## config.mk

```make
export PLATFORM = sky130hd
export DESIGN_NAME = program_sequencer_flat
export DESIGN_NICKNAME = d
export VERILOG_FILES = /design/src/rtl/program_sequencer_if.sv /design/src/rtl/program_sequencer.sv /design/src/flat_wrapper.sv
export SDC_FILE = /design/constraint.sdc
export NUM_CORES = 1
export LEC_CHECK = 0
export CORE_MARGIN = 5
export CORE_UTILIZATION = 40
export CTS_CLUSTER_SIZE = 8
export DETAILED_ROUTE_END_ITERATION = 10
export PLACE_DENSITY = 0.66
export SYNTH_ARGS = -nofsm -noshare
export SYNTH_HDL_FRONTEND = slang
export SYNTH_SLANG_ARGS = --single-unit
```

## constraint.sdc

```tcl
create_clock -name clk -period 3.05 [get_ports clk]
set_input_delay 0.61 -clock clk [delete_from_list [all_inputs] [get_ports clk]]
set_output_delay 0.61 -clock clk [all_outputs]
set_load 0.02 [all_outputs]
```

## src/rtl/program_sequencer_if.sv

```systemverilog
// Program sequencer bus: branch strobes and target in, fetch address and
// sequencer status out. The sequencer takes the master side.
interface program_sequencer_if #(
    parameter int ADDR_W      = 8,
    parameter int STACK_DEPTH = 4
);
    localparam int SPW = $clog2(STACK_DEPTH) + 1;

    logic              hold;
    logic              jmp;
    logic              jmp_nz;
    logic              call;
    logic              ret;
    logic [ADDR_W-1:0] jmp_addr;
    logic              r_eq_0;
    logic [ADDR_W-1:0] pm_addr;
    logic [ADDR_W-1:0] pc;
    logic [SPW-1:0]    sp;
    logic              stack_err;
    logic [7:0]        from_PS;

    modport master (
        input  hold, jmp, jmp_nz, call, ret, jmp_addr, r_eq_0,
        output pm_addr, pc, sp, stack_err, from_PS
    );

    modport slave (
        output hold, jmp, jmp_nz, call, ret, jmp_addr, r_eq_0,
        input  pm_addr, pc, sp, stack_err, from_PS
    );
endinterface

```

## src/rtl/program_sequencer.sv

```systemverilog
// Program sequencer: program counter, combinational next-fetch address,
// jump / conditional jump / call / return with a small LIFO return stack.
module program_sequencer #(
    parameter int ADDR_W      = 8,
    parameter int STACK_DEPTH = 4
) (
    input logic               clk,
    input logic               reset_n,
    program_sequencer_if.master bus
);
    localparam int SPW = $clog2(STACK_DEPTH) + 1;
    localparam int IW  = SPW - 1;

    logic [ADDR_W-1:0] pc_q, pc_d;
    logic [SPW-1:0]    sp_q, sp_d;
    logic              err_q, err_d;
    logic [ADDR_W-1:0] stk_q [STACK_DEPTH];

    logic [ADDR_W-1:0] pc_inc;
    logic [IW-1:0]     push_idx, top_idx;
    logic              stk_full, stk_empty;
    logic              push;

    assign pc_inc    = pc_q + ADDR_W'(1);
    // Index bits alone address the stack; at sp == STACK_DEPTH they wrap to 0,
    // so top_idx still lands on the last entry.
    assign push_idx  = sp_q[IW-1:0];
    assign top_idx   = sp_q[IW-1:0] - IW'(1);
    assign stk_full  = (sp_q == SPW'(STACK_DEPTH));
    assign stk_empty = (sp_q == '0);

    // Next-address select in priority order, plus stack/err bookkeeping.
    always_comb begin
        pc_d  = pc_inc;
        sp_d  = sp_q;
        err_d = err_q;
        push  = 1'b0;
        if (!reset_n) begin
            pc_d = '0;
        end else if (bus.hold) begin
            pc_d = pc_q;
        end else if (bus.ret) begin
            if (!stk_empty) begin
                pc_d = stk_q[top_idx];
                sp_d = sp_q - SPW'(1);
            end else begin
                err_d = 1'b1;
            end
        end else if (bus.call) begin
            pc_d = bus.jmp_addr;
            if (stk_full) begin
                err_d = 1'b1;
            end else begin
                push = 1'b1;
                sp_d = sp_q + SPW'(1);
            end
        end else if (bus.jmp) begin
            pc_d = bus.jmp_addr;
        end else if (bus.jmp_nz && !bus.r_eq_0) begin
            pc_d = bus.jmp_addr;
        end
    end

    // PC, stack pointer and sticky error register.
    always_ff @(posedge clk or negedge reset_n) begin
        if (!reset_n) begin
            pc_q  <= '0;
            sp_q  <= '0;
            err_q <= 1'b0;
        end else begin
            pc_q  <= pc_d;
            sp_q  <= sp_d;
            err_q <= err_d;
        end
    end

    // Return stack storage; a pop only moves sp, contents stay put.
    always_ff @(posedge clk or negedge reset_n) begin
        if (!reset_n) begin
            for (int i = 0; i < STACK_DEPTH; i++) stk_q[i] <= '0;
        end else if (push) begin
            stk_q[push_idx] <= pc_inc;
        end
    end

    assign bus.pm_addr   = pc_d;
    assign bus.pc        = pc_q;
    assign bus.sp        = sp_q;
    assign bus.stack_err = err_q;

    generate
        if (ADDR_W >= 8) begin : g_dbg_trunc
            assign bus.from_PS = pc_q[7:0];
        end else begin : g_dbg_ext
            assign bus.from_PS = {{(8-ADDR_W){1'b0}}, pc_q};
        end
    endgenerate
endmodule

```

## src/flat_wrapper.sv

```systemverilog
// flat-port wrapper written by rule: the top's interface ports become plain ports
module program_sequencer_flat 
#(
    parameter int ADDR_W      = 8,
    parameter int STACK_DEPTH = 4
)
  (clk, reset_n, bus_hold, bus_jmp, bus_jmp_nz, bus_call, bus_ret, bus_jmp_addr, bus_r_eq_0, bus_pm_addr, bus_pc, bus_sp, bus_stack_err, bus_from_PS);
  program_sequencer_if #(.ADDR_W(ADDR_W), .STACK_DEPTH(STACK_DEPTH)) bus_i ();
  input logic clk;
  input logic reset_n;
  input wire logic [$bits(bus_i.hold)-1:0] bus_hold;
  input wire logic [$bits(bus_i.jmp)-1:0] bus_jmp;
  input wire logic [$bits(bus_i.jmp_nz)-1:0] bus_jmp_nz;
  input wire logic [$bits(bus_i.call)-1:0] bus_call;
  input wire logic [$bits(bus_i.ret)-1:0] bus_ret;
  input wire logic [$bits(bus_i.jmp_addr)-1:0] bus_jmp_addr;
  input wire logic [$bits(bus_i.r_eq_0)-1:0] bus_r_eq_0;
  output wire logic [$bits(bus_i.pm_addr)-1:0] bus_pm_addr;
  output wire logic [$bits(bus_i.pc)-1:0] bus_pc;
  output wire logic [$bits(bus_i.sp)-1:0] bus_sp;
  output wire logic [$bits(bus_i.stack_err)-1:0] bus_stack_err;
  output wire logic [$bits(bus_i.from_PS)-1:0] bus_from_PS;
  assign bus_i.hold = bus_hold;
  assign bus_i.jmp = bus_jmp;
  assign bus_i.jmp_nz = bus_jmp_nz;
  assign bus_i.call = bus_call;
  assign bus_i.ret = bus_ret;
  assign bus_i.jmp_addr = bus_jmp_addr;
  assign bus_i.r_eq_0 = bus_r_eq_0;
  assign bus_pm_addr = bus_i.pm_addr;
  assign bus_pc = bus_i.pc;
  assign bus_sp = bus_i.sp;
  assign bus_stack_err = bus_i.stack_err;
  assign bus_from_PS = bus_i.from_PS;
  program_sequencer #(.ADDR_W(ADDR_W), .STACK_DEPTH(STACK_DEPTH)) u_core (.clk(clk), .reset_n(reset_n), .bus(bus_i));
endmodule
```

==> results by group <==
Outcome
  – Run status: complete, no violations

Final layout
  – Layout cell share with drive strength beyond 1: 0.148
  – Antenna Cells: 0
  – Layout Area Growth over Synthesis: 32.2%
  – Post-route cell area: 3130 um^2
  – Final net count: 319
  – Non-Filler Instances: 373
  – Core Util, Final: 0.536

Clock network
  – CTS Sinks: 44
  – Latest clock arrival within the worst-skew pair: 300 ps
  – Max clock buf depth: 2
  – CTS tree: built
  – Htree depth: 2
  – Cts hold-fix bufs: 0
  – CTS root buf: clkbuf_8
  – TritonCTS Buffers: 5
  – Clock slew at reported path FFs: 90 ps

Die
  – Core ar.: 5850 um^2
  – Rows: 28
  – Chip Height: 87.0 um
  – Initial Util: 0.405
  – I/O Pins: 44
  – Die width: 87.0 um
  – Die area: 7560 um^2

Setup path
  – Crit-path max FO: 3
  – Crit Reg-Reg Startpoint: u_core.bus.sp[0]$_DFFE_PN0P_
  – R2R depth: 7
  – Reg-to-reg endpoint: u_core.stk_q[1]$_DFFE_PN0P_
  – Setup crit end kind: primary output
  – Req. time, crit path: 2440 ps
  – Crit path kind: register to primary output
  – CP arrival: 2320 ps
  – Flop2flop setup slack: 960 ps
  – Crit path launch type: register

Routing
  – Total wire length: 5900 um
  – DR iter-0 viols: 128
  – First-pass DRT Iterations: 5
  – DRC errors left: 0
  – Wire per inst: 15.8 um
  – Via-to-Cell Ratio: 5.16
  – Post-route ant nets: 0
  – DR vias: 1923

Synthesis
  – Synth top area share: 0.465
  – Largest area contributor in the netlist: dfrtp_1
  – Top post-synthesis cells by area: dfrtp_1 (46%), nand2_1 (8.4%), mux4_1 (7.8%)
  – Count leader, synth: nand2_1
  – Predominant post-synthesis flop cell: dfrtp_1
  – Post-synth EDFFs: 0
  – Distinct cell type count after synthesis: 41
  – Sequential fraction of the synthesis area: 0.465
  – Cell Area, Synth: 2370 um^2
  – Yosys reg bits: 44
  – Ys async rst share: 1.00
  – Post-synth top cells: nand2_1 (53), dfrtp_1 (44), o21ai_0 (34), nor2_1 (12)
  – Cell count after synthesis: 239
  – Mapped Nets: 261
  – Syn avg cell area: 9.92 um^2
  – Synth warn: 0

STA
  – Hold Violations, Final: 0
  – Max Freq: 341 MHz
  – Worst-Margin Slew: 583 ps
  – Final setup skew: 10.6 ps
  – Final setup margin: 116 ps
  – Fin crit share: 0.962
  – Final number of max-transition violations: 0
  – Final Critical Period: 2930 ps
  – Max-slew headroom: 0.612
  – # setup viols final: 0

Run
  – Maxcap violations: 0

Placement
  – PortBufs: 43
  – Placed Cells incl. Taps: 364
  – Placer congestion estimate: 0.839
  – Post-place setup slack: -348 ps
  – Area after DPL: 2960 um^2
  – Detailed Place HPWL: 4430 um

Global route
  – Antenna violations before repair: 0
  – First-pass GRT wire length: 9770 um
  – Vias in the first global route: 1963
  – GRT Util Overall: 0.167
  – Grt ovf: 0
  – Largest net degree at the start of global routing: 47

Power and ir drop
  – Switching part of the total power: 0.327
  – P_int: 1.69 mW
  – Pwr per Cell Area: 803 nW/um^2
  – Fraction of power consumed by sequential logic: 0.344
  – Leak Pwr: 1.43 nW
  – Clock group share of total power: 0.247
  – Sw Pwr: 0.823 mW
  – Total power: 2.52 mW
  – Max VDD drop: 0.457 mV
  – Combinational Power Share: 0.409

Min path
  – Hold Crit Class: primary input to asynchronous set/reset pin
[worst max-delay path by stage]
stage	from	end	depth (start not counted)
finish	u_core.bus.sp[0]$_DFFE_PN0P_	bus_pm_addr[2]	8
global route	u_core.bus.sp[0]$_DFFE_PN0P_	bus_pm_addr[4]	9
CTS	u_core.bus.sp[0]$_DFFE_PN0P_	bus_pm_addr[2]	8
detailed placement	bus_r_eq_0	bus_pm_addr[5]	7
global placement	bus_r_eq_0	bus_pm_addr[5]	7
floorplan	u_core.bus.sp[0]$_DFFE_PN0P_	bus_pm_addr[2]	9
[routing by layer]
metal | GRT usage | vias up | part of all wire
li1 | - | 942 | -
met1 | 0.211 | 915 | 0.45
met2 | 0.282 | 60 | 0.47
met3 | 0.0416 | 6 | 0.064
met4 | 0.0510 | 0 | 0.010
met5 | 0 | - | 0
[power groups by stage]
stage	combinational, mW	clock [mW]	sequential (mW)
final	1.03	0.622	0.866
after global routing	1.13	0.657	0.891
after CTS	1.00	0.635	0.869
after detailed placement	1.01	0	0.879
after global placement	0.985	0	0.869
after floorplan	0.571	0	0.910
[through the flow]
stage	hold slack, ps	setup TNS (ps)
after global placement	450	-1380
after detailed placement	459	-1520
after CTS	428	0
after global routing	464	-6.17
after floorplan	314	0
final	398	0
[state kept, by name, summed over array words and instances (netlist names)]
name                  flops
u_core.bus.from_PS        8
u_core.bus.sp             3
u_core.bus.stack_err      1
u_core.stk_q             32
[placed cells by master, fill, tap and decap left out, types with 4 or more instances in the layout]
cell	synthesis	layout
nand3_1	5	5
a21oi_1	8	8
dlygate4sd2_1	0	5
clkdlybuf4s50_1	0	34
nor2b_1	7	7
xnor2_1	4	4
ha_1	5	4
dfrtp_1	44	44
buf_4	8	27
mux4_1	7	7
clkbuf_8	0	5
nand2_1	53	53
o21ai_0	34	33
inv_1	5	5
nor2_1	12	12
[final cells by class]
| cell class | count | area, um^2 |
|---|---|---|
| fill | 517 | 2720 |
| multi-input combinational | 171 | 1140 |
| sequential | 44 | 1100 |
| tap | 75 | 93.8 |
| timing repair buffer | 70 | 622 |
| inverter | 5 | 18.8 |
| clock inverter | 3 | 90.1 |
| clock buffer | 5 | 68.8 |
[cells by family (layout without fill, tap and decap cells)]
group,count (synthesis),after routing,share of synthesized area
AND/OR/NAND/NOR,88,88,0.161
AO/OA/AOI/OAI,58,58,0.147
flip-flops,44,44,0.465
buffers and inverters,24,83,0.0612
multiplexers,12,12,0.106
XOR/XNOR,7,7,0.0259
adder cells (fa/ha/maj),6,6,0.0348
[timing repair]
action,CTS,global route
setup buffers,0,1
setup endpoints to repair,8,8
hold endpoints to repair,0,0
resized for setup,10,5
[critical path, stage by stage (launching register included)]
cell           delay, ps
dfrtp_1              410
inv_1                170
ha_4                 250
mux4_2               270
or3_1                320
o311a_1              120
o31ai_1               70
nand2_1               90
dlygate4sd2_1        320
(Power assumes the default switching activity.)
